`src/rtl/uart_line_monitor_if.sv`:
```
// Signal bundle between a UART serial line and its passive monitor.
// The master drives the observed line, baud tick and line-control inputs.
// The slave (the monitor) returns decoded frames, events and error counters.
interface uart_line_monitor_if #(
   parameter int CNT_W = 16
);
   logic             BCLK_EN;
   logic             LINE;
   logic [7:0]       LCR;
   logic             TEMT;
   logic             CLR;
   logic             FRAME_VLD;
   logic [7:0]       FRAME_DATA;
   logic             PE_EVT;
   logic             FE_EVT;
   logic             BI_EVT;
   logic [CNT_W-1:0] PE_CNT;
   logic [CNT_W-1:0] FE_CNT;
   logic [CNT_W-1:0] BI_CNT;
   logic             BRK_VIOL;
   logic             IDLE_VIOL;
   logic             BUSY;

   modport master (
      output BCLK_EN, LINE, LCR, TEMT, CLR,
      input  FRAME_VLD, FRAME_DATA, PE_EVT, FE_EVT, BI_EVT,
             PE_CNT, FE_CNT, BI_CNT, BRK_VIOL, IDLE_VIOL, BUSY
   );

   modport slave (
      input  BCLK_EN, LINE, LCR, TEMT, CLR,
      output FRAME_VLD, FRAME_DATA, PE_EVT, FE_EVT, BI_EVT,
             PE_CNT, FE_CNT, BI_CNT, BRK_VIOL, IDLE_VIOL, BUSY
   );
endinterface

```
`src/rtl/uart_line_monitor.sv`:
```
// Passive UART line monitor.
// Decodes frames on an observed serial line using the 16550 baud-x16 tick,
// reports parity/framing/break events per frame, keeps saturating error
// counters, and checks break and idle line rules.
module uart_line_monitor #(
   parameter int OVS      = 16,
   parameter int CNT_W    = 16,
   parameter int IDLE_TOL = 2
) (
   input logic                PCLK,
   input logic                PRESET,
   uart_line_monitor_if.slave mon
);

   localparam int              TW        = (OVS > 2) ? $clog2(OVS) : 1;
   localparam logic [TW-1:0]   HALF_LAST = TW'(OVS / 2 - 1);
   localparam logic [TW-1:0]   BIT_LAST  = TW'(OVS - 1);
   localparam int              IW        = $clog2(IDLE_TOL + 2);
   localparam logic [IW-1:0]   IDLE_MAX  = IW'(IDLE_TOL + 1);
   localparam logic [IW-1:0]   IDLE_LIM  = IW'(IDLE_TOL);

   typedef enum logic [2:0] {
      S_IDLE,
      S_START,
      S_DATA,
      S_PARITY,
      S_STOP1,
      S_STOP2,
      S_BREAK
   } state_t;

   state_t           state;
   logic [TW-1:0]    tick_cnt;
   logic [2:0]       bit_cnt;

   // frame format captured at start-bit detection
   logic [1:0]       cfg_wls;
   logic             cfg_stb;
   logic             cfg_pen;
   logic             cfg_eps;
   logic             cfg_stick;

   logic [7:0]       data_r;
   logic             par_acc;
   logic             all_low;
   logic             pe_f;
   logic             fe_f;

   logic             frame_vld;
   logic [7:0]       frame_data;
   logic             pe_evt;
   logic             fe_evt;
   logic             bi_evt;
   logic             busy;

   logic [CNT_W-1:0] pe_cnt;
   logic [CNT_W-1:0] fe_cnt;
   logic [CNT_W-1:0] bi_cnt;

   logic             line_s1;
   logic             line_s;
   logic             brk_armed;
   logic             brk_viol;
   logic [IW-1:0]    idle_cnt;
   logic             idle_viol;

   logic             tick;
   logic             bit_done;
   logic [2:0]       last_bit;
   logic             exp_par;
   logic             two_stop;
   logic             idle_watch;
   logic             unused_lcr7;

   assign unused_lcr7 = mon.LCR[7];

   // Two-flop synchroniser for the asynchronous serial line (resets to idle-high)
   always_ff @(posedge PCLK or posedge PRESET) begin
      if (PRESET) begin
         line_s1 <= 1'b1;
         line_s  <= 1'b1;
      end else begin
         line_s1 <= mon.LINE;
         line_s  <= line_s1;
      end
   end

   // Per-frame decode helpers derived from the latched format
   always_comb begin
      tick     = mon.BCLK_EN;
      bit_done = (tick_cnt == BIT_LAST);
      last_bit = 3'd4 + {1'b0, cfg_wls};
      exp_par  = cfg_stick ? ~cfg_eps : (cfg_eps ? par_acc : ~par_acc);
      two_stop = cfg_stb && (cfg_wls != 2'd0);
      // START counts as idle: the start bit is not yet confirmed there
      idle_watch = !mon.LCR[6] && mon.TEMT && !line_s &&
                   ((state == S_IDLE) || (state == S_START));
   end

   // Frame receive FSM with registered frame outputs
   always_ff @(posedge PCLK or posedge PRESET) begin
      if (PRESET) begin
         state      <= S_IDLE;
         tick_cnt   <= '0;
         bit_cnt    <= '0;
         cfg_wls    <= '0;
         cfg_stb    <= 1'b0;
         cfg_pen    <= 1'b0;
         cfg_eps    <= 1'b0;
         cfg_stick  <= 1'b0;
         data_r     <= '0;
         par_acc    <= 1'b0;
         all_low    <= 1'b0;
         pe_f       <= 1'b0;
         fe_f       <= 1'b0;
         frame_vld  <= 1'b0;
         frame_data <= '0;
         pe_evt     <= 1'b0;
         fe_evt     <= 1'b0;
         bi_evt     <= 1'b0;
         busy       <= 1'b0;
      end else begin
         frame_vld <= 1'b0;
         pe_evt    <= 1'b0;
         fe_evt    <= 1'b0;
         bi_evt    <= 1'b0;
         if (tick) begin
            case (state)
               S_IDLE: begin
                  if (!line_s) begin
                     state     <= S_START;
                     tick_cnt  <= '0;
                     cfg_wls   <= mon.LCR[1:0];
                     cfg_stb   <= mon.LCR[2];
                     cfg_pen   <= mon.LCR[3];
                     cfg_eps   <= mon.LCR[4];
                     cfg_stick <= mon.LCR[5];
                     busy      <= 1'b1;
                  end
               end
               S_START: begin
                  if (tick_cnt == HALF_LAST) begin
                     tick_cnt <= '0;
                     if (!line_s) begin
                        state   <= S_DATA;
                        bit_cnt <= '0;
                        data_r  <= '0;
                        par_acc <= 1'b0;
                        all_low <= 1'b1;
                        pe_f    <= 1'b0;
                        fe_f    <= 1'b0;
                     end else begin
                        state <= S_IDLE;
                        busy  <= 1'b0;
                     end
                  end else begin
                     tick_cnt <= tick_cnt + TW'(1);
                  end
               end
               S_DATA: begin
                  if (bit_done) begin
                     tick_cnt        <= '0;
                     data_r[bit_cnt] <= line_s;
                     par_acc         <= par_acc ^ line_s;
                     all_low         <= all_low & ~line_s;
                     if (bit_cnt == last_bit) begin
                        state <= cfg_pen ? S_PARITY : S_STOP1;
                     end else begin
                        bit_cnt <= bit_cnt + 3'd1;
                     end
                  end else begin
                     tick_cnt <= tick_cnt + TW'(1);
                  end
               end
               S_PARITY: begin
                  if (bit_done) begin
                     tick_cnt <= '0;
                     pe_f     <= (line_s != exp_par);
                     all_low  <= all_low & ~line_s;
                     state    <= S_STOP1;
                  end else begin
                     tick_cnt <= tick_cnt + TW'(1);
                  end
               end
               S_STOP1: begin
                  if (bit_done) begin
                     tick_cnt <= '0;
                     if (all_low && !line_s) begin
                        // break overrides parity and framing on this frame
                        state      <= S_BREAK;
                        frame_vld  <= 1'b1;
                        frame_data <= data_r;
                        bi_evt     <= 1'b1;
                     end else if (two_stop) begin
                        fe_f  <= ~line_s;
                        state <= S_STOP2;
                     end else begin
                        state      <= S_IDLE;
                        busy       <= 1'b0;
                        frame_vld  <= 1'b1;
                        frame_data <= data_r;
                        pe_evt     <= pe_f;
                        fe_evt     <= ~line_s;
                     end
                  end else begin
                     tick_cnt <= tick_cnt + TW'(1);
                  end
               end
               S_STOP2: begin
                  if (bit_done) begin
                     tick_cnt   <= '0;
                     state      <= S_IDLE;
                     busy       <= 1'b0;
                     frame_vld  <= 1'b1;
                     frame_data <= data_r;
                     pe_evt     <= pe_f;
                     fe_evt     <= fe_f | ~line_s;
                  end else begin
                     tick_cnt <= tick_cnt + TW'(1);
                  end
               end
               S_BREAK: begin
                  if (line_s) begin
                     state <= S_IDLE;
                     busy  <= 1'b0;
                  end
               end
               default: begin
                  state <= S_IDLE;
                  busy  <= 1'b0;
               end
            endcase
         end
      end
   end

   // Saturating error counters; a coincident clear takes priority
   always_ff @(posedge PCLK or posedge PRESET) begin
      if (PRESET) begin
         pe_cnt <= '0;
         fe_cnt <= '0;
         bi_cnt <= '0;
      end else if (mon.CLR) begin
         pe_cnt <= '0;
         fe_cnt <= '0;
         bi_cnt <= '0;
      end else if (frame_vld) begin
         if (pe_evt && (pe_cnt != '1)) pe_cnt <= pe_cnt + CNT_W'(1);
         if (fe_evt && (fe_cnt != '1)) fe_cnt <= fe_cnt + CNT_W'(1);
         if (bi_evt && (bi_cnt != '1)) bi_cnt <= bi_cnt + CNT_W'(1);
      end
   end

   // Break-control rule: line must stay low while BRKC is set (one tick grace)
   always_ff @(posedge PCLK or posedge PRESET) begin
      if (PRESET) begin
         brk_armed <= 1'b0;
         brk_viol  <= 1'b0;
      end else begin
         if (tick) brk_armed <= mon.LCR[6];
         if (mon.CLR) begin
            brk_viol <= 1'b0;
         end else if (tick && mon.LCR[6] && brk_armed && line_s) begin
            brk_viol <= 1'b1;
         end
      end
   end

   // Idle rule: with the transmitter empty the line may dip low only briefly
   always_ff @(posedge PCLK or posedge PRESET) begin
      if (PRESET) begin
         idle_cnt  <= '0;
         idle_viol <= 1'b0;
      end else begin
         if (tick) begin
            if (!idle_watch) begin
               idle_cnt <= '0;
            end else if (idle_cnt != IDLE_MAX) begin
               idle_cnt <= idle_cnt + IW'(1);
            end
         end
         if (mon.CLR) begin
            idle_viol <= 1'b0;
         end else if (tick && idle_watch && (idle_cnt >= IDLE_LIM)) begin
            idle_viol <= 1'b1;
         end
      end
   end

   assign mon.FRAME_VLD  = frame_vld;
   assign mon.FRAME_DATA = frame_data;
   assign mon.PE_EVT     = pe_evt;
   assign mon.FE_EVT     = fe_evt;
   assign mon.BI_EVT     = bi_evt;
   assign mon.PE_CNT     = pe_cnt;
   assign mon.FE_CNT     = fe_cnt;
   assign mon.BI_CNT     = bi_cnt;
   assign mon.BRK_VIOL   = brk_viol;
   assign mon.IDLE_VIOL  = idle_viol;
   assign mon.BUSY       = busy;

endmodule

```
`src/flat_wrapper.sv`:
```
// flat-port wrapper written by rule: the top's interface ports become plain ports
module uart_line_monitor_flat 
#(
   parameter int OVS      = 16,
   parameter int CNT_W    = 16,
   parameter int IDLE_TOL = 2
)
  (PCLK, PRESET, mon_BCLK_EN, mon_LINE, mon_LCR, mon_TEMT, mon_CLR, mon_FRAME_VLD, mon_FRAME_DATA, mon_PE_EVT, mon_FE_EVT, mon_BI_EVT, mon_PE_CNT, mon_FE_CNT, mon_BI_CNT, mon_BRK_VIOL, mon_IDLE_VIOL, mon_BUSY);
  uart_line_monitor_if #(.CNT_W(CNT_W)) mon_i ();
  input logic PCLK;
  input logic PRESET;
  input wire logic [$bits(mon_i.BCLK_EN)-1:0] mon_BCLK_EN;
  input wire logic [$bits(mon_i.LINE)-1:0] mon_LINE;
  input wire logic [$bits(mon_i.LCR)-1:0] mon_LCR;
  input wire logic [$bits(mon_i.TEMT)-1:0] mon_TEMT;
  input wire logic [$bits(mon_i.CLR)-1:0] mon_CLR;
  output wire logic [$bits(mon_i.FRAME_VLD)-1:0] mon_FRAME_VLD;
  output wire logic [$bits(mon_i.FRAME_DATA)-1:0] mon_FRAME_DATA;
  output wire logic [$bits(mon_i.PE_EVT)-1:0] mon_PE_EVT;
  output wire logic [$bits(mon_i.FE_EVT)-1:0] mon_FE_EVT;
  output wire logic [$bits(mon_i.BI_EVT)-1:0] mon_BI_EVT;
  output wire logic [$bits(mon_i.PE_CNT)-1:0] mon_PE_CNT;
  output wire logic [$bits(mon_i.FE_CNT)-1:0] mon_FE_CNT;
  output wire logic [$bits(mon_i.BI_CNT)-1:0] mon_BI_CNT;
  output wire logic [$bits(mon_i.BRK_VIOL)-1:0] mon_BRK_VIOL;
  output wire logic [$bits(mon_i.IDLE_VIOL)-1:0] mon_IDLE_VIOL;
  output wire logic [$bits(mon_i.BUSY)-1:0] mon_BUSY;
  assign mon_i.BCLK_EN = mon_BCLK_EN;
  assign mon_i.LINE = mon_LINE;
  assign mon_i.LCR = mon_LCR;
  assign mon_i.TEMT = mon_TEMT;
  assign mon_i.CLR = mon_CLR;
  assign mon_FRAME_VLD = mon_i.FRAME_VLD;
  assign mon_FRAME_DATA = mon_i.FRAME_DATA;
  assign mon_PE_EVT = mon_i.PE_EVT;
  assign mon_FE_EVT = mon_i.FE_EVT;
  assign mon_BI_EVT = mon_i.BI_EVT;
  assign mon_PE_CNT = mon_i.PE_CNT;
  assign mon_FE_CNT = mon_i.FE_CNT;
  assign mon_BI_CNT = mon_i.BI_CNT;
  assign mon_BRK_VIOL = mon_i.BRK_VIOL;
  assign mon_IDLE_VIOL = mon_i.IDLE_VIOL;
  assign mon_BUSY = mon_i.BUSY;
  uart_line_monitor #(.OVS(OVS), .CNT_W(CNT_W), .IDLE_TOL(IDLE_TOL)) u_core (.PCLK(PCLK), .PRESET(PRESET), .mon(mon_i));
endmodule
```
`config.mk`:
```
export PLATFORM = sky130hd
export DESIGN_NAME = uart_line_monitor_flat
export DESIGN_NICKNAME = d
export VERILOG_FILES = /design/src/rtl/uart_line_monitor_if.sv /design/src/rtl/uart_line_monitor.sv /design/src/flat_wrapper.sv
export SDC_FILE = /design/constraint.sdc
export NUM_CORES = 1
export LEC_CHECK = 0
export CAP_MARGIN = 20
export CORE_ASPECT_RATIO = 1.25
export CORE_MARGIN = 10
export CORE_UTILIZATION = 56
export DETAILED_ROUTE_END_ITERATION = 7
export GPL_TIMING_DRIVEN = 0
export PLACE_DENSITY = 0.82
export SYNTH_ARGS = -nofsm -noshare
export SYNTH_HDL_FRONTEND = slang
export SYNTH_SLANG_ARGS = --single-unit
```
`constraint.sdc`:
```
create_clock -name PCLK -period 10 [get_ports PCLK]
set_clock_uncertainty 0.2 [all_clocks]
set_input_delay 2.5 -clock PCLK [delete_from_list [all_inputs] [get_ports PCLK]]
set_output_delay 2.5 -clock PCLK [all_outputs]
set_load 0.005 [all_outputs]
```
==> summary.md <==
| Metric | Value |
|---|---|
| Tot GR Track Use | `roughly 18%` |
| Post-synth EDFFs | `0` |
| Clock share of power | `32.9%` |
| P_int | `between 700 and 800 uW` |
| Largest net degree at the start of global routing | `66` |
| Filler Cell Count | `around 700` |
| Multi-input gate area | `between 2000 and 3000 um2` |
| Die span in x | `around 110 um` |
| I/O pin total | `77` |
| Period utilization | `40.7%` |
| Post-Route WL | `between 10,000 and 15,000 um` |
| Synth warn | `0` |
| Initial Util | `56.6%` |
| Final nets | `631` |
| Post-cts gate resize count | `0` |
| Die footprint | `approximately 13,000 um2` |
| Final setup viols | `0` |
| Initial antenna violation count | `0` |
| Most frequent cells in the layout | `dfrtp_1, clkdlybuf4s50_1, nor2_1` |
| Clk sinks | `between 90 and 100` |
| Clock root cell | `clkbuf_16` |
| Row cnt | `39` |
| CTS clk-pin slew, worst paths | `around 0.070 ns` |
| Post-CTS setup buffers | `0` |
| CTS Hold Bufs | `0` |
| Status | `completed` |
| Synth cell types | `66` |
| Gr ovfl total | `0` |
| Setup TNS Final | `0 ns` |
| Sequential-to-total area share from yosys stat | `roughly 47%` |
| Routed WL per cell | `between 15 and 20 um` |
| Crit path max-delay cell type | `clkdlybuf4s50_1` |
| FFs w/ async S/R, synth | `100%` |
| Post-route minimum period | `~4 ns` |
| Main flop type after synthesis | `dfrtp_1` |
| Global-route wire length before repair | `about 20,000 um` |
| Sequential share of power | `42.5%` |
| Buffers on Ports | `73` |
| Critical Path Start Type | `flip-flop` |
| CTS tree | `built` |
| CP arrival | `~1.4 ns` |
| Gate power share | `~25%` |
| WP buf/inv | `1` |
| Pre-CTS setup slack | `5.97 ns` |
| Average size of a mapped cell | `between 9 and 10 um2` |
| GPL Wtd Cong | `roughly 0.93` |
| Vias in the first global route | `~4.4k` |
| Peak Freq | `~250 MHz` |
| Syn Nets | `~550` |
| Detail Placement HPWL | `between 9000 and 10,000 um` |
| Clk_lat worst skew | `between 0.3 and 0.4 ns` |
| Synth Register Bits | `between 90 and 100` |
| Worst setup margin | `5.93 ns` |
| Worst min path class | `flip-flop to flip-flop` |
| Design Area, Final | `~6400 um2` |
| Clock buffer depth | `2` |
| Area occupied by registers | `between 2000 and 2500 um2` |
| Crit. End Element | `primary output` |
| Mapped Cells | `525` |
| Chip height | `127 um` |
| Fraction of layout cells with a size suffix above 1 | `~11%` |
| CTS buffer count | `9` |
| Worst path cell trace | `clkdlybuf4s50_1` |
| H-tree depth | `3` |
| Setup CP Type | `flip-flop to primary output` |
| Worst vdd ir | `between 0.15 and 0.2 mV` |
| Post-DRT Antenna Nets | `0` |
| Sw power | `330 uW` |
| Core ar. | `between 9000 and 10,000 um2` |
| CP Max Fanout | `7` |
| Hold WS | `between 0.15 and 0.2 ns` |
| Area grow syn2layout | `23.8%` |
| Worst slew pin tran | `a little under 0.7 ns` |
| Synthesized area | `between 5000 and 6000 um2` |
| Switching fraction of total power | `a little under a third` |
| Routed via count | `4,281` |
| CP peak stage delay | `0.55 ns` |
| Required @ worst endpoint | `approximately 7.3 ns` |
| Max-cap violations | `0` |
| Commonest non-fill, non-tap cell in the layout | `dfrtp_1` |
| DRC Markers | `0` |
| 1st-pass router iterations | `4` |
| Placed cell area | `approximately 6000 um2` |
| Leakage dissipation | `2.54 nW` |
| Final Hold Viols | `0` |
| Slew margin rel. | `54.8%` |
| P per Cell Area | `168 nW/um2` |
| Ant. Diodes | `0` |
| Slew Viols, Final | `0` |
| Drt initial violations | `~210` |
| Fin util | `a little over two thirds` |
| CP delay by family, top | `buffers and inverters` |
| RSZ-0062 raised after global routing | `no` |
| Routed vias/inst | `slightly below 6` |
path summary, 6_finish.rpt:
kind                                            from                  endpoint  slack (ns)  cells after the start
worst max register to register    u_core.tick_cnt[0]  u_core.mon.FRAME_DATA[4]        7.75                      6
worst min register to register        u_core.line_s1             u_core.line_s        0.16                      0
worst min-delay path                  u_core.line_s1             u_core.line_s        0.16                      0
max in group asynchronous                     PRESET            u_core.line_s1        6.61                      3
worst max-delay path            u_core.mon.PE_CNT[3]             mon_PE_CNT[3]        5.93                      1
min in group asynchronous                     PRESET      u_core.mon.BI_CNT[9]        2.30                      2
cell usage after synthesis, types with 2 or more instances:
| cell | instances | area [um2] |
|---|---|---|
| nand2b_1 | 5 | 31.3 |
| or3_1 | 2 | 12.5 |
| mux2_2 | 17 | 191 |
| xnor2_1 | 31 | 272 |
| a32o_1 | 2 | 20.0 |
| nand2_1 | 48 | 180 |
| o41ai_1 | 2 | 17.5 |
| o21ai_0 | 8 | 40.0 |
| nand3b_1 | 2 | 15.0 |
| dfstp_2 | 2 | 52.6 |
| a211oi_1 | 9 | 67.6 |
| o31ai_1 | 5 | 37.5 |
| o211ai_1 | 2 | 15.0 |
| mux2i_1 | 10 | 100 |
| buf_2 | 7 | 35.0 |
| nand4_1 | 18 | 113 |
| ha_1 | 7 | 87.6 |
| nor4b_1 | 2 | 17.5 |
| a31oi_1 | 9 | 56.3 |
| a21oi_1 | 24 | 120 |
| nor4_1 | 9 | 56.3 |
| inv_1 | 11 | 41.3 |
| xor2_1 | 13 | 114 |
| clkbuf_1 | 11 | 41.3 |
| nor2_1 | 70 | 263 |
| or2_2 | 2 | 12.5 |
| and2_1 | 2 | 12.5 |
| nor4b_2 | 3 | 45.0 |
| a21boi_0 | 2 | 15.0 |
| buf_1 | 2 | 7.51 |
| nor2b_1 | 6 | 37.5 |
| and3_1 | 6 | 37.5 |
| dfrtp_1 | 94 | 2350 |
| nand3_1 | 23 | 115 |
| and4_1 | 6 | 52.6 |
| nor3_1 | 19 | 95.1 |
| a211o_1 | 2 | 17.5 |
| a41oi_1 | 2 | 17.5 |
| buf_4 | 3 | 22.5 |
cell type report:
cell class,count,area share (%)
Multi-Input combinational cell,394,40.6
Sequential cell,96,37.8
Inverter,11,0.688
Buffer,24,1.75
Tap cell,123,2.42
Timing Repair Buffer,74,11.9
Clock inverter,5,0.846
Clock buffer,11,3.97
registers in the layout, summed over array words and instances, names as in the netlist, 2 cells and up:
name                   flops
u_core.state               3
u_core.bit_cnt             3
u_core.cfg_wls             2
u_core.data_r              8
u_core.mon.PE_CNT         16
u_core.idle_cnt            2
u_core.tick_cnt            4
u_core.mon.BI_CNT         16
u_core.mon.FE_CNT         16
u_core.mon.FRAME_DATA      8
power groups by stage:
stage               clock network (mW)  registers, mW  logic, mW
detailed placement                   0          0.461      0.262
finish                           0.352          0.454      0.264
global placement                     0          0.459      0.255
global route                     0.370          0.458      0.293
CTS                              0.358          0.453      0.263
floorplan                            0          0.453      0.206
per-stage QoR:
step                power (mW)  cells
finish                    1.07    738
global route              1.12    738
CTS                       1.07    738
detailed placement       0.723    722
global placement         0.715    721
floorplan                0.658    525
cells by family (layout without fill, tap and decap cells):
| family | count (synthesis) | in the layout | synth area share [%] |
|---|---|---|---|
| muxes | 27 | 27 | 5.67 |
| DFF | 96 | 96 | 46.8 |
| and+or+nand+nor | 236 | 236 | 24.2 |
| adders and majority gates | 7 | 7 | 1.70 |
| buffers and inverters | 35 | 125 | 2.97 |
| xor gates and xnor gates | 44 | 44 | 7.50 |
| AOI/OAI and AO/OA | 80 | 80 | 11.1 |
routing by layer:
metal,vias to the layer above,share of wire (%),GRT usage (%),routed length (um)
li1,2047,-,-,-
met1,2099,41,20.0,4950
met2,114,52,32.4,6280
met3,21,4.9,3.27,590
met4,0,2.1,8.54,256
met5,-,0,0,0
No activity file was read; power rests on OpenSTA's default activity.
